$ cat src/rtl/multicycle_ctrl_fsm_pkg.sv
// Shared opcode, ALU and mux encodings for the multi-cycle MIPS control sequencer,
// plus the decoded per-opcode select bundle passed from the decoder to the FSM.
package multicycle_ctrl_fsm_pkg;

    localparam int OPCODE_W_DEF   = 6;
    localparam int ALU_CTRL_W_DEF = 4;

    localparam logic [5:0] OP_ARITH = 6'd1;
    localparam logic [5:0] OP_ADDI  = 6'd2;
    localparam logic [5:0] OP_SUBI  = 6'd3;
    localparam logic [5:0] OP_LW    = 6'd4;
    localparam logic [5:0] OP_SW    = 6'd5;
    localparam logic [5:0] OP_BNE   = 6'd6;
    localparam logic [5:0] OP_J     = 6'd7;
    localparam logic [5:0] OP_JAL   = 6'd8;
    localparam logic [5:0] OP_JR    = 6'd9;
    localparam logic [5:0] OP_JM    = 6'd10;
    localparam logic [5:0] OP_LDI   = 6'd11;

    localparam logic [3:0] ALU_ADD  = 4'd0;
    localparam logic [3:0] ALU_SUB  = 4'd1;
    localparam logic [3:0] ALU_FUNC = 4'd7;

    localparam logic [1:0] WA_RT    = 2'd0;
    localparam logic [1:0] WA_RD    = 2'd1;
    localparam logic [1:0] WA_R31   = 2'd2;
    localparam logic [1:0] WD_PC    = 2'd0;
    localparam logic [1:0] WD_MEM   = 2'd1;
    localparam logic [1:0] WD_ALU   = 2'd2;
    localparam logic [1:0] PCIN_SEQ = 2'd0;
    localparam logic [1:0] PCIN_JMP = 2'd1;
    localparam logic [1:0] PCIN_REG = 2'd2;

    // Which phase follows EXEC: write-back, memory access, or instruction ends in EXEC.
    typedef enum logic [1:0] {
        CLS_ILLEGAL = 2'd0,
        CLS_WB      = 2'd1,
        CLS_MEM     = 2'd2,
        CLS_DONE    = 2'd3
    } op_class_e;

    typedef struct packed {
        op_class_e  cls;
        logic [3:0] alu_ctrl;
        logic       alu_in1_sel;
        logic       alu_in2_sel;
        logic       rd1_sel;
        logic [1:0] pc_in_sel;
        logic       is_branch;
        logic       is_jump;
        logic       is_link;
        logic       is_store;
        logic [1:0] wb_addr_sel;
        logic [1:0] wb_data_sel;
    } dec_t;

endpackage

$ cat src/rtl/multicycle_ctrl_fsm_decode.sv
// Combinational opcode decode: EXEC/WB select bundle and the phase class after EXEC.
module multicycle_ctrl_fsm_decode
    import multicycle_ctrl_fsm_pkg::*;
#(
    parameter int OPCODE_W = OPCODE_W_DEF
) (
    input  logic [OPCODE_W-1:0] opcode,
    output dec_t                dec
);

    always_comb begin
        dec             = '0;
        dec.cls         = CLS_ILLEGAL;
        dec.alu_ctrl    = ALU_ADD;
        dec.wb_addr_sel = WA_RT;
        dec.wb_data_sel = WD_PC;
        dec.pc_in_sel   = PCIN_SEQ;
        case (opcode)
            OP_ARITH: begin
                dec.cls         = CLS_WB;
                dec.alu_ctrl    = ALU_FUNC;
                dec.wb_addr_sel = WA_RD;
                dec.wb_data_sel = WD_ALU;
            end
            OP_ADDI, OP_SUBI: begin
                dec.cls         = CLS_WB;
                dec.alu_ctrl    = (opcode == OP_SUBI) ? ALU_SUB : ALU_ADD;
                dec.alu_in2_sel = 1'b1;
                dec.wb_data_sel = WD_ALU;
            end
            OP_LDI: begin
                dec.cls         = CLS_WB;
                dec.alu_in1_sel = 1'b1;
                dec.alu_in2_sel = 1'b1;
                dec.wb_data_sel = WD_ALU;
            end
            OP_LW, OP_SW: begin
                dec.cls         = CLS_MEM;
                dec.alu_in2_sel = 1'b1;
                dec.is_store    = (opcode == OP_SW);
                dec.wb_data_sel = WD_MEM;
            end
            OP_BNE: begin
                dec.cls       = CLS_DONE;
                dec.alu_ctrl  = ALU_SUB;
                dec.is_branch = 1'b1;
            end
            OP_J, OP_JAL: begin
                dec.cls       = CLS_DONE;
                dec.pc_in_sel = PCIN_JMP;
                dec.is_jump   = 1'b1;
                // JAL links PC+1, which FETCH has already placed in PC.
                dec.is_link     = (opcode == OP_JAL);
                dec.wb_addr_sel = (opcode == OP_JAL) ? WA_R31 : WA_RT;
            end
            OP_JR, OP_JM: begin
                dec.cls       = CLS_DONE;
                dec.pc_in_sel = PCIN_REG;
                dec.is_jump   = 1'b1;
                dec.rd1_sel   = (opcode == OP_JM);
            end
            default: dec.cls = CLS_ILLEGAL;
        endcase
    end

endmodule

$ cat src/rtl/multicycle_ctrl_fsm.sv
// Multi-cycle MIPS control sequencer: FETCH/DECODE/EXEC/MEM/WB over one shared
// single-port memory with a req/ready handshake.
module multicycle_ctrl_fsm
    import multicycle_ctrl_fsm_pkg::*;
#(
    parameter int ALU_CTRL_W = ALU_CTRL_W_DEF,
    parameter int OPCODE_W   = OPCODE_W_DEF
) (
    input  logic                  clk,
    input  logic                  rst,
    input  logic [OPCODE_W-1:0]   opcode,
    input  logic                  alu_zero,
    input  logic                  mem_ready,
    output logic                  mem_req,
    output logic                  mem_addr_sel,
    output logic                  ir_load,
    output logic                  pc_write,
    output logic                  reg_bank_read_addr_1_mux,
    output logic [1:0]            reg_bank_write_addr_mux,
    output logic [1:0]            reg_bank_write_data_mux,
    output logic                  ALU_input_1_mux,
    output logic                  ALU_input_2_mux,
    output logic [1:0]            PC_in_mux,
    output logic                  branch,
    output logic                  reg_bank_write_enable,
    output logic                  main_momory_write_enable,
    output logic [ALU_CTRL_W-1:0] ALU_controll,
    output logic                  instr_done,
    output logic                  illegal_op
);

    typedef enum logic [2:0] {
        S_IDLE, S_FETCH, S_DECODE, S_EXEC, S_MEM, S_WB
    } state_e;

    state_e              r_state;
    state_e              w_next;
    logic [OPCODE_W-1:0] r_opcode;
    logic [OPCODE_W-1:0] w_op;
    dec_t                w_dec;

    // The IR is only guaranteed from DECODE on, so the opcode is captured there
    // and later phases decode the captured copy.
    assign w_op = (r_state == S_DECODE) ? opcode : r_opcode;

    multicycle_ctrl_fsm_decode #(.OPCODE_W(OPCODE_W)) u_decode (
        .opcode (w_op),
        .dec    (w_dec)
    );

    always_ff @(posedge clk or posedge rst) begin
        if (rst) begin
            r_state  <= S_IDLE;
            r_opcode <= '0;
        end else begin
            r_state <= w_next;
            if (r_state == S_DECODE) r_opcode <= opcode;
        end
    end

    always_comb begin
        w_next                   = r_state;
        mem_req                  = 1'b0;
        mem_addr_sel             = 1'b0;
        ir_load                  = 1'b0;
        pc_write                 = 1'b0;
        reg_bank_read_addr_1_mux = 1'b0;
        reg_bank_write_addr_mux  = WA_RT;
        reg_bank_write_data_mux  = WD_PC;
        ALU_input_1_mux          = 1'b0;
        ALU_input_2_mux          = 1'b0;
        PC_in_mux                = PCIN_SEQ;
        branch                   = 1'b0;
        reg_bank_write_enable    = 1'b0;
        main_momory_write_enable = 1'b0;
        ALU_controll             = '0;
        instr_done               = 1'b0;
        illegal_op               = 1'b0;

        // ALU operand selects stay stable from EXEC through MEM and WB.
        if (r_state == S_EXEC || r_state == S_MEM || r_state == S_WB) begin
            ALU_controll             = ALU_CTRL_W'(w_dec.alu_ctrl);
            ALU_input_1_mux          = w_dec.alu_in1_sel;
            ALU_input_2_mux          = w_dec.alu_in2_sel;
            reg_bank_read_addr_1_mux = w_dec.rd1_sel;
        end

        case (r_state)
            S_IDLE: w_next = S_FETCH;
            S_FETCH: begin
                mem_req = 1'b1;
                if (mem_ready) begin
                    ir_load  = 1'b1;
                    pc_write = 1'b1;
                    w_next   = S_DECODE;
                end
            end
            S_DECODE: begin
                if (w_dec.cls == CLS_ILLEGAL) begin
                    illegal_op = 1'b1;
                    instr_done = 1'b1;
                    w_next     = S_FETCH;
                end else begin
                    w_next = S_EXEC;
                end
            end
            S_EXEC: begin
                case (w_dec.cls)
                    CLS_WB:  w_next = S_WB;
                    CLS_MEM: w_next = S_MEM;
                    CLS_DONE: begin
                        branch                  = w_dec.is_branch;
                        PC_in_mux               = w_dec.pc_in_sel;
                        pc_write                = w_dec.is_branch ? ~alu_zero : w_dec.is_jump;
                        reg_bank_write_enable   = w_dec.is_link;
                        reg_bank_write_addr_mux = w_dec.wb_addr_sel;
                        reg_bank_write_data_mux = WD_PC;
                        instr_done              = 1'b1;
                        w_next                  = S_FETCH;
                    end
                    default: w_next = S_FETCH;
                endcase
            end
            S_MEM: begin
                mem_req      = 1'b1;
                mem_addr_sel = 1'b1;
                if (mem_ready) begin
                    if (w_dec.is_store) begin
                        main_momory_write_enable = 1'b1;
                        instr_done               = 1'b1;
                        w_next                   = S_FETCH;
                    end else begin
                        w_next = S_WB;
                    end
                end
            end
            S_WB: begin
                reg_bank_write_enable   = 1'b1;
                reg_bank_write_addr_mux = w_dec.wb_addr_sel;
                reg_bank_write_data_mux = w_dec.wb_data_sel;
                instr_done              = 1'b1;
                w_next                  = S_FETCH;
            end
            default: w_next = S_IDLE;
        endcase
    end

endmodule

$ cat config.mk
export PLATFORM = sky130hd
export DESIGN_NAME = multicycle_ctrl_fsm
export DESIGN_NICKNAME = d
export VERILOG_FILES = /design/src/rtl/multicycle_ctrl_fsm_pkg.sv /design/src/rtl/multicycle_ctrl_fsm_decode.sv /design/src/rtl/multicycle_ctrl_fsm.sv
export SDC_FILE = /design/constraint.sdc
export NUM_CORES = 1
export LEC_CHECK = 0
export CORE_MARGIN = 5
export CORE_UTILIZATION = 40
export DETAILED_ROUTE_END_ITERATION = 7
export PLACE_DENSITY = 0.7
export SYNTH_ARGS = -nofsm -noshare
export SYNTH_HDL_FRONTEND = slang
export SYNTH_HIERARCHICAL = 1
export SYNTH_SLANG_ARGS = --single-unit
$ cat constraint.sdc
create_clock -name clk -period 6.4 [get_ports clk]
set_input_delay 0.64 -clock clk [delete_from_list [all_inputs] [get_ports clk]]
set_output_delay 0.64 -clock clk [all_outputs]
set_load 0.01 [all_outputs]
==> results of run 1 <==
## routing by layer
metal / up-vias / wire length, um
met3: 5 / 136
met5: - / 0
met4: 0 / 46
met2: 32 / 961
met1: 377 / 1190
li1: 440 / -
## cells by family after synthesis
| kind of cell | share of synthesized area (%) |
|---|---|
| AO/OA/AOI/OAI | 17.26 |
| XOR/XNOR | 0.8885 |
| adder cells (fa/ha/maj) | 3.808 |
| buffers and inverters | 9.771 |
| flip-flops | 22.84 |
| multiplexers | 9.011 |
| other | 0.3803 |
| AND/OR/NAND/NOR | 36.04 |
## power by group
group          switching (uW)  total [uW]  leakage [uW]  internal [uW]
clock                    18.6        42.6     0.0000150           23.9
combinational             184         361      0.000355            177
sequential               42.5         126      0.000109           83.9
total                     245         529      0.000479            285
## cells in the mapped netlist, drive strengths merged
library cell,n
nand2b,8
nor3,7
o21bai,2
and4b,1
or3b,1
and2,4
or2,3
conb,1
o2bb2ai,1
nor3b,2
and4bb,1
a2bb2oi,1
nand2,5
nor2,5
nor4,1
inv,5
o22ai,1
clkbuf,2
nand3b,3
mux2i,1
a31o,1
mux2,7
nor2b,4
and3,3
buf,10
a21oi,8
nor4b,1
xnor2,1
dfrtp,9
ha,3
nand4b,2
a211oi,1
a21boi,10
## registers in the layout, summed over array words and instances, names as in the netlist
register / count
r_opcode: 6
r_state: 3
## final cells by class
cell class	count	area, um2	area share [%]
inverter	5	18.77	1.475
sequential	9	225.2	17.70
timing repair buffer	30	300.3	23.60
tap	30	37.54	2.950
multi-input combinational	89	664.4	52.21
clock buffer	4	26.28	2.065
## critical path, cell delays in order (launching register included)
cell	delay, ns
sky130_fd_sc_hd__dfrtp_1	0.62
sky130_fd_sc_hd__nor3b_4	0.43
sky130_fd_sc_hd__mux2_2	0.40
sky130_fd_sc_hd__or2_2	0.40
sky130_fd_sc_hd__a21oi_1	0.24
sky130_fd_sc_hd__ha_1	0.25
sky130_fd_sc_hd__and4b_1	0.26
sky130_fd_sc_hd__and2_1	0.16
sky130_fd_sc_hd__clkdlybuf4s50_1	0.55
## metrics by stage
stage	hold slack, ns	area (um2)	power (uW)	utilization (%)	setup slack [ns]
floorplan	0.4661	985.9	409.8	-	3.322
global placement	0.4780	1246	481.0	51.71	2.514
detailed placement	0.5028	1246	487.0	51.71	2.452
CTS	0.5173	1272	532.6	52.80	2.165
global route	0.5317	1272	572.0	52.80	1.948
finish	0.5150	1272	529.5	52.80	2.188
## how the worst max path moves through the flow
stage / start / end / slack [ns] / depth (start not counted)
4_1_cts: r_state[0]$_DFFE_PP0P_ / branch / 2.17 / 8
2_1_floorplan: r_state[0]$_DFFE_PP0P_ / reg_bank_write_addr_mux[0] / 3.32 / 9
6_report: r_state[0]$_DFFE_PP0P_ / branch / 2.19 / 8
3_5_place_dp: r_state[0]$_DFFE_PP0P_ / branch / 2.45 / 8
5_1_grt: r_state[1]$_DFFE_PP0P_ / pc_write / 1.95 / 9
3_3_place_gp: r_state[1]$_DFFE_PP0P_ / pc_write / 2.51 / 8
==> run summary, run 1 <==
Outcome -> complete, no violations
Post-DRT Antenna Nets -> 0
Path depth of the worst reg2reg path -> 8
Fraction of met2 tracks used by global routing -> 20.22%
Number of warning messages in the yosys log -> 6
Die width -> 59.65 um
Library cells used by synthesis -> 41
Final sum of negative setup slack -> 0 ns
Worst IR drop on VDD -> 0.0002371 V
Hold-critical path depth -> 1
Number of setup violations in the final report -> 0
GRT Resource Usage Total -> 13.74%
Clock period minus worst slack -> 4.212 ns
Post-route fraction of the period consumed by the critical path -> 65.82%
Power density cells -> 416.1 nW/um2
Kind of path behind the tightest hold check -> reg -> reg
Synth top area share -> 22.84%
Vias in the first global route -> 860
Diode insertion count for antenna repair -> 0
Endpoint with the worst hold slack -> r_opcode[5]$_DFF_PP0_
Met3 usage in global routing -> 2.614%
Hold Buf Count CTS -> 0
Detailed-route wire length -> 2.334 mm
Maximum level of the CTS H-tree -> 1
CTS root buf -> sky130_fd_sc_hd__clkbuf_4
Count of input and output buffers -> 30
Finished Layout Cells -> 167
Unrepaired setup endpoints after global routing -> no
Final nets -> 151
Final HPWL from detailed placement -> 1.826 mm
Commonest cells after routing, fill and taps aside -> 30 x sky130_fd_sc_hd__clkdlybuf4s50_1, 9 x sky130_fd_sc_hd__dfrtp_1, 8 x sky130_fd_sc_hd__a21oi_1
Startpoint kind of the worst setup timing path -> flop
Critical Path Fanout Max -> 18
Startpoint of the worst-slack reg-to-reg timing path -> r_state[0]$_DFFE_PP0P_
Synthesized cell area -> 985.9 um2
#FFs+latches synth -> 9
Commonest non-fill, non-tap cell in the layout -> sky130_fd_sc_hd__clkdlybuf4s50_1
First-pass GRT wire length -> 3.753 mm
Largest cells by area after synthesis -> sky130_fd_sc_hd__dfrtp_1 23%, sky130_fd_sc_hd__mux2_2 8.0%, sky130_fd_sc_hd__a21boi_0 5.3%
Number of top-level design ports -> 32
Number of buffers added for setup after CTS -> 0
Average via count per standard cell -> 5.114
Global route total overflow -> 0
Drc violations -> 0
Number of CTS-inserted buffers -> 3
Global-route track usage on met1 -> 18.65%
Weighted congestion at the end of routability-driven global placement -> 0.7409
Die Y-Extent -> 59.65 um
Number of fill cells -> 234
Average cell area after synthesis -> 8.573 um2
Die area -> 3558 um2
Cell count after synthesis -> 115
Worst reg2reg endpoint -> r_state[1]$_DFFE_PP0P_
Area delta synth->final -> 29.06%
CTS tree -> built
Number of endpoints with negative hold slack in the final report -> 0
# rows -> 18
R2R setup slack -> 3.43 ns
Dominant cell type by area after synthesis -> sky130_fd_sc_hd__dfrtp_1
Routed vias -> 854
Clock transition at the registers of the reported paths -> 0.06 ns
Layout cell share with drive strength beyond 1 -> 13.87%
Largest net degree at the start of global routing -> 19
Number of design-rule violations left by the first detailed-router iteration -> 13
Relative slew slack -> 56.43%
PostCTS Resize Cnt -> 0
Routing layer with the top usage in global route -> met2
Worst-case clock buffer depth -> 2
Nets in the synthesized netlist -> 128
WP data required -> 5.76 ns
Post-route clock skew -> 0.001768 ns
Reported max-cap violation count -> 0
Hold path startpoint -> r_opcode[5]$_DFF_PP0_
Worst Path Arrival -> 3.57 ns
Kind of capture point of the worst setup path -> output pin
Effective utilization at floorplan -> 40.91%
Sequential fraction of the synthesis area -> 22.84%
Number of antenna violations at the first check in global routing -> 0
Cell count after placement -> 163
Tightest Pin Transition -> 0.6536 ns
Core Region -> 2410 um2
Leakage power -> 0.0004788 uW
Detailed Routing Iterations Pass 1 -> 4
Insertion delay of the later-clocked pin in the worst-skew pair -> 0.26 ns
Highest clock rate -> 237.4 MHz
Average routed wire per standard cell -> 13.98 um
Final Max Slew Viols -> 0
Worst setup path category -> reg -> out
CTS sink count -> 9
No activity file was read; power rests on OpenSTA's default activity.
==> inputs of run 2 (changes only) <==
- PLACE_DENSITY: 0.7 -> 0.73
- clock period: 6.4 -> 3.8 ns (I/O delays scaled with it)
==> run 2 against run 1 <==
Highest routed layer unchanged; global-route usage is 2.2 points higher; combinational power up 94%; clock skew grew 0.0062 ns; worst hold slack got worse by 0.15 ns.
==> run summary, run 2 (same netlist as run 1, synthesis figures left out) <==
Hold Buf Count CTS -> 0 (unchanged)
Unrepaired setup endpoints after global routing -> no
Weighted congestion at the end of routability-driven global placement -> 0.7973 (+7.6%)
Kind of path behind the tightest hold check -> in -> async
# rows -> 18 (unchanged)
Layout cell share with drive strength beyond 1 -> 20.98% (+7.1 points)
Maximum cell stage delay along the critical path -> 0.54 ns (-0.08 ns)
Highest clock rate -> 279.9 MHz
Number of setup violations in the final report -> 0 (unchanged)
Cell type of the slowest stage on the worst timing path -> sky130_fd_sc_hd__clkdlybuf4s50_1
Insertion delay of the later-clocked pin in the worst-skew pair -> 0.27 ns (about the same)
Commonest non-fill, non-tap cell in the layout -> sky130_fd_sc_hd__clkdlybuf4s50_1
Post-DRT Antenna Nets -> 0 (unchanged)
Diode insertion count for antenna repair -> 0 (unchanged)
Relative slew slack -> 66.09% (+9.7 points)
Outcome -> complete, no violations
Final HPWL from detailed placement -> 1.854 mm (+1.5%)
Commonest cells after routing, fill and taps aside -> 30 x sky130_fd_sc_hd__clkdlybuf4s50_1, 8 x sky130_fd_sc_hd__dfrtp_1, 7 x sky130_fd_sc_hd__a21boi_0, 7 x sky130_fd_sc_hd__nor3_1, 7 x sky130_fd_sc_hd__mux2_2
Power density cells -> 708.5 nW/um2 (+70%)
Kind of capture point of the worst setup path -> output pin
Average routed wire per standard cell -> 14.42 um (+3.1%)
Die Y-Extent -> 59.65 um (unchanged)
Final Power -> 943.2 uW (+78%)
Final sum of negative setup slack -> 0 ns (unchanged)
Worst-path cell chain -> nor3b_4, buf_4, mux2_2, or2_2, a21oi_2, ha_2, and4b_1, and2_1, clkdlybuf4s50_1
Die width -> 59.65 um (unchanged)
Vias in the first global route -> 936 (+8.8%)
Worst slack, placed -> 0.2312 ns (-2.221 ns)
Register bank with the most flops -> r_opcode
Detailed-routed wire length on met3 -> 112 um (-18%)
Worst-case clock buffer depth -> 2 (unchanged)
WP data required -> 3.42 ns (-2.34 ns)
Count of input and output buffers -> 30 (unchanged)
CTS tree -> built
Area after DPL -> 1261 um2 (+1.2%)
CTS sink count -> 9 (unchanged)
Worst setup path category -> reg -> out
Routed vias -> 906 (+6.1%)
Average via count per standard cell -> 5.237 (+2.4%)
Detailed Routing Iterations Pass 1 -> 4 (unchanged)
First-pass GRT wire length -> 4.353 mm (+16%)
Detailed-route wire length -> 2.494 mm (+6.9%)
Worst Path Arrival -> 3.19 ns (-0.38 ns)
Leakage power -> 0.0005068 uW (+5.8%)
Core Region -> 2410 um2 (unchanged)
Number of top-level design ports -> 32 (unchanged)
Global route total overflow -> 0 (unchanged)
Startpoint kind of the worst setup timing path -> flop
Effective utilization at floorplan -> 40.91% (unchanged)
Critical Path Fanout Max -> 12 (-6)
Detailed-routing wirelength on met1 -> 1.106 mm (-7.1%)
Least setup slack across all paths after layout -> 0.2275 ns (-1.960 ns)
Number of design-rule violations left by the first detailed-router iteration -> 26 (+13)
GRT Resource Usage Total -> 15.95% (+2.2 points)
Final nets -> 157 (+4.0%)
Clock period minus worst slack -> 3.573 ns
Total met2 wirelength after detailed routing -> 1.216 mm (+27%)
Number of endpoints with negative hold slack in the final report -> 0 (unchanged)
Number of CTS-inserted buffers -> 3 (unchanged)
Final Max Slew Viols -> 0 (unchanged)
Reported max-cap violation count -> 0 (unchanged)
Area delta synth->final -> 35.03%
CTS root buf -> sky130_fd_sc_hd__clkbuf_4
Worst IR drop on VDD -> 0.0003340 V (+41%)
Clock transition at the registers of the reported paths -> 0.06 ns (about the same)
Maximum level of the CTS H-tree -> 1 (unchanged)
Largest net degree at the start of global routing -> 18 (-1)
Die area -> 3558 um2 (unchanged)
Final Cell Area -> 1331 um2 (+4.6%)
Max reg flops -> 6 (unchanged)
Drc violations -> 0 (unchanged)
Post-route fraction of the period consumed by the critical path -> 94.01%
Top flop regs -> r_opcode: 6 flops, r_state: 3 flops
Post-route clock skew -> 0.008013 ns (+0.006245 ns)
Highest routed layer -> met4
Number of antenna violations at the first check in global routing -> 0 (unchanged)
Tightest Pin Transition -> 0.5039 ns (-0.1496 ns)
-- run 2: repair_timing --
item	in CTS	in global routing
setup buffers	3	1
endpoints found under the setup margin	5	8
resized for setup	1	4
pin swaps	1	0
endpoints found under the hold margin	0	0
-- run 2: final timing paths --
check	start	endpoint	slack (ns)	depth (start not counted)
setup / recovery	r_state[2]$_DFFE_PP0P_	PC_in_mux[1]	0.23	9
hold / removal	rst	r_opcode[4]$_DFF_PP0_	0.37	2
setup reg to reg	r_state[2]$_DFFE_PP0P_	r_state[1]$_DFFE_PP0P_	1.20	9
hold reg to reg	r_opcode[5]$_DFF_PP0_	r_opcode[5]$_DFF_PP0_	0.50	1
min in group clk	r_opcode[5]$_DFF_PP0_	r_opcode[5]$_DFF_PP0_	0.50	1
max in group asynchronous	rst	r_state[2]$_DFFE_PP0P_	3.16	2
-- run 2: power by group --
part,switching (uW),internal [uW]
clock,34.6,40.5
sequential,24.8,143
combinational,371,329
total,431,513
-- run 2: through the flow --
stage / instances / util, % / hold WS, ns
final: 173 / 55.24 / 0.3687
after global routing: 173 / 55.24 / 0.4213
after CTS: 172 / 54.41 / 0.3819
after detailed placement: 165 / 52.34 / 0.4907
after global placement: 165 / 52.34 / 0.4765
after floorplan: 115 / - / 0.2079
-- run 2: layout make-up --
cell class | instances | area, um2
Fill cell | 236 | 1079
Timing Repair Buffer | 36 | 345.3
Clock buffer | 4 | 26.28
Inverter | 5 | 18.77
Tap cell | 30 | 37.54
Sequential cell | 9 | 226.5
Multi-Input combinational cell | 89 | 676.9
-- run 2: routing by layer --
layer	vias up	track usage, %
li1	455	-
met1	423	19.89
met2	23	26.08
met3	5	2.397
met4	0	8.544
met5	-	0
-- run 2: worst max-delay path: cells and delay by family, from the launching register on --
kind | cells | cell delay, ns
adders and majority gates | 1 | 0.24
buffers and inverters | 2 | 0.69
and+or+nand+nor | 4 | 1.03
AOI/OAI and AO/OA | 1 | 0.19
DFF | 1 | 0.44
muxes | 1 | 0.33
==> inputs of run 3 (changes only) <==
- CORE_MARGIN: 5 -> default
==> run 3 against run 2 <==
Critical path depth up 1; final cell count is 2.3% lower; core utilization grew 2.0 points; sequential power decreased by 5%; total power is 3.0% lower; count of clock-buffer cells in the layout is the same; die area fell by 25%; register-to-register slack worse by 0.02 ns; global-route usage is 2.2 points higher; sequential share of layout area up 0.26 points; non-clock buffer count fell by 2; critical path type unchanged; largest cell class unchanged; largest power group unchanged.
==> run summary, run 3 (same netlist as run 1, synthesis figures left out) <==
Outcome -> complete, no violations
Die Y-Extent -> 51.65 um (-13%)
Reported max-cap violation count -> 0 (unchanged)
Worst setup path category -> reg -> out
Critical Path Fanout Max -> 9 (-3)
Clock period minus worst slack -> 3.566 ns (-0.006871 ns)
Highest routed layer -> met4
CTS tree -> built
Insertion delay of the later-clocked pin in the worst-skew pair -> 0.25 ns (-0.02 ns)
Number of antenna violations at the first check in global routing -> 0 (unchanged)
Register bank with the most flops -> r_opcode
Largest net degree at the start of global routing -> 18 (unchanged)
Total met2 wirelength after detailed routing -> 977 um (-20%)
Worst Hold Slack -> 0.3866 ns (+0.01788 ns)
Commonest non-fill, non-tap cell in the layout -> sky130_fd_sc_hd__clkdlybuf4s50_1
Detailed-routing wirelength on met1 -> 1.079 mm (-2.4%)
Number of buffers and inverters on the critical path -> 2 (unchanged)
Cell type of the slowest stage on the worst timing path -> sky130_fd_sc_hd__clkdlybuf4s50_1
Weighted congestion at the end of routability-driven global placement -> 0.8187 (+2.7%)
Path depth of the worst reg2reg path -> 9 (unchanged)
Die width -> 51.65 um (-13%)
CP top delay family -> simple AND/OR/NAND/NOR gates
Number of top-level design ports -> 32 (unchanged)
Clock transition at the registers of the reported paths -> 0.06 ns (about the same)
Worst Path Arrival -> 3.19 ns (about the same)
Number of endpoints with negative hold slack in the final report -> 0 (unchanged)
Hold Buf Count CTS -> 0 (unchanged)
Max reg flops -> 6 (unchanged)
Leakage power -> 0.0004993 uW (-1.5%)
Detailed-route wire length -> 2.210 mm (-11%)
Core Region -> 2276 um2 (-5.6%)
Power density cells -> 701.6 nW/um2 (-0.98%)
Layout cell share with drive strength beyond 1 -> 17.02% (-4.0 points)
Diode insertion count for antenna repair -> 0 (unchanged)
Post-DRT Antenna Nets -> 0 (unchanged)
Startpoint kind of the worst setup timing path -> flop
# rows -> 17 (-1)
Worst reg2reg endpoint -> r_state[1]$_DFFE_PP0P_
Final Max Slew Viols -> 0 (unchanged)
Number of setup violations in the final report -> 0 (unchanged)
CTS root buf -> sky130_fd_sc_hd__clkbuf_4
CTS sink count -> 9 (unchanged)
Kind of path behind the tightest hold check -> in -> async
Number of design-rule violations left by the first detailed-router iteration -> 16 (-38%)
Tightest Pin Transition -> 0.4999 ns (-0.004072 ns)
Cell count after placement -> 164 (-0.61%)
Number of fill cells -> 215 (-8.9%)
First-pass GRT wire length -> 3.594 mm (-17%)
Worst IR drop on VDD -> 0.0005279 V (+58%)
Commonest cells after routing, fill and taps aside -> 30 x sky130_fd_sc_hd__clkdlybuf4s50_1, 9 x sky130_fd_sc_hd__dfrtp_1
Maximum cell stage delay along the critical path -> 0.54 ns (about the same)
Average routed wire per standard cell -> 13.08 um (-9.3%)
Worst slack, placed -> 0.3659 ns (+0.1347 ns)
Relative slew slack -> 66.37% (+0.27 points)
Post-route clock skew -> 0.0008425 ns (-0.007170 ns)
Effective utilization at floorplan -> 43.32% (+2.4 points)
Drc violations -> 0 (unchanged)
Final sum of negative setup slack -> 0 ns (unchanged)
Vias in the first global route -> 797 (-15%)
Startpoint of the worst-slack reg-to-reg timing path -> r_state[0]$_DFFE_PP0P_
Worst-path cell chain -> nor3b_4, buf_4, mux2_2, nor2b_1, nand2_1, a21oi_2, ha_1, and4b_1, and2_1, clkdlybuf4s50_1
Highest clock rate -> 280.5 MHz (+0.19%)
Kind of capture point of the worst setup path -> output pin
Number of CTS-inserted buffers -> 3 (unchanged)
Count of input and output buffers -> 30 (unchanged)
Area delta synth->final -> 32.23%
Maximum level of the CTS H-tree -> 1 (unchanged)
Worst-case clock buffer depth -> 2 (unchanged)
Detailed Routing Iterations Pass 1 -> 4 (unchanged)
Detailed-routed wire length on met3 -> 136 um (+21%)
Finished Layout Cells -> 169 (-2.3%)
Top flop regs -> r_opcode: 6 flops, r_state: 3 flops
Routed vias -> 854 (-5.7%)
Least setup slack across all paths after layout -> 0.2344 ns (+0.006871 ns)
Die area -> 2667 um2 (-25%)
WP data required -> 3.42 ns (about the same)
R2R setup slack -> 1.18 ns (-0.02 ns)
Unrepaired setup endpoints after global routing -> no
Average via count per standard cell -> 5.053 (-3.5%)
Final HPWL from detailed placement -> 1.637 mm (-12%)
Global route total overflow -> 0 (unchanged)
Final nets -> 155 (-1.3%)
GRT Resource Usage Total -> 18.13% (+2.2 points)
Post-route fraction of the period consumed by the critical path -> 93.83% (-0.18 points)
## run 3: changes by cell type in the layout (fill, tap and decap cells not counted)
| cell | change |
|---|---|
| sky130_fd_sc_hd__buf_4 | -2 |
| sky130_fd_sc_hd__nor2b_1 | +1 |
| sky130_fd_sc_hd__dfrtp_2 | -1 |
| sky130_fd_sc_hd__nor2b_2 | -1 |
| sky130_fd_sc_hd__a21oi_1 | +1 |
| sky130_fd_sc_hd__ha_2 | -1 |
| sky130_fd_sc_hd__dfrtp_1 | +1 |
| sky130_fd_sc_hd__ha_1 | +1 |
| sky130_fd_sc_hd__a21oi_2 | -1 |
## run 3: where the power goes
part	switching, uW	leakage (uW)	internal, uW
registers	17.9	0.000109	142
logic	367	0.000376	318
clock network	29.2	0.0000150	40.2
## run 3: layout make-up
cell class	instances	area, um2	area share (%)
Clock buffer	4	26.28	2.015
Inverter	5	18.77	1.440
Multi-Input combinational cell	89	668.1	51.25
Sequential cell	9	225.2	17.27
Tap cell	28	35.03	2.687
Timing Repair Buffer	34	330.3	25.34
## run 3: routing by layer
layer | global-route usage [%] | up-vias
met1 | 23.61 | 375
met5 | 0 | -
li1 | - | 450
met2 | 28.57 | 27
met3 | 4.678 | 2
met4 | 6.757 | 0
## run 3: per-stage QoR
stage                     util [%]  total power [uW]  cell area (um2)
after detailed placement     55.64             837.1             1266
after global routing         57.28             995.0             1304
after floorplan                  -             690.3            985.9
after CTS                    56.79             912.1             1292
final                        57.28             914.7             1304
after global placement       55.64             828.3             1266
## run 3: worst max-delay path by stage
stage | start | endpoint | slack (ns) | depth (start not counted)
after floorplan | r_state[0]$_DFFE_PP0P_ | reg_bank_write_addr_mux[0] | 0.98 | 9
after global placement | r_state[2]$_DFFE_PP0P_ | pc_write | 0.48 | 8
after detailed placement | r_state[2]$_DFFE_PP0P_ | pc_write | 0.37 | 9
after CTS | r_state[2]$_DFFE_PP0P_ | PC_in_mux[1] | 0.07 | 9
after global routing | r_state[0]$_DFFE_PP0P_ | PC_in_mux[1] | 0.05 | 10
final | r_state[0]$_DFFE_PP0P_ | PC_in_mux[1] | 0.23 | 10
## run 3: worst reg2reg max path, delay by kind of cell, from the launching register on
family / cells / cell delay [ns]
flops: 1 / 0.40
fa+ha+maj: 1 / 0.24
simple gates: 3 / 0.93
buf+inv: 2 / 0.26
compound gates: 2 / 0.37
mux: 1 / 0.34
## run 3: timing repair
item                       4_1_cts  5_1_grt
gates resized for setup          0        1
setup endpoints to repair        0        7
hold endpoints to repair         0        0
setup buffers                    0        1
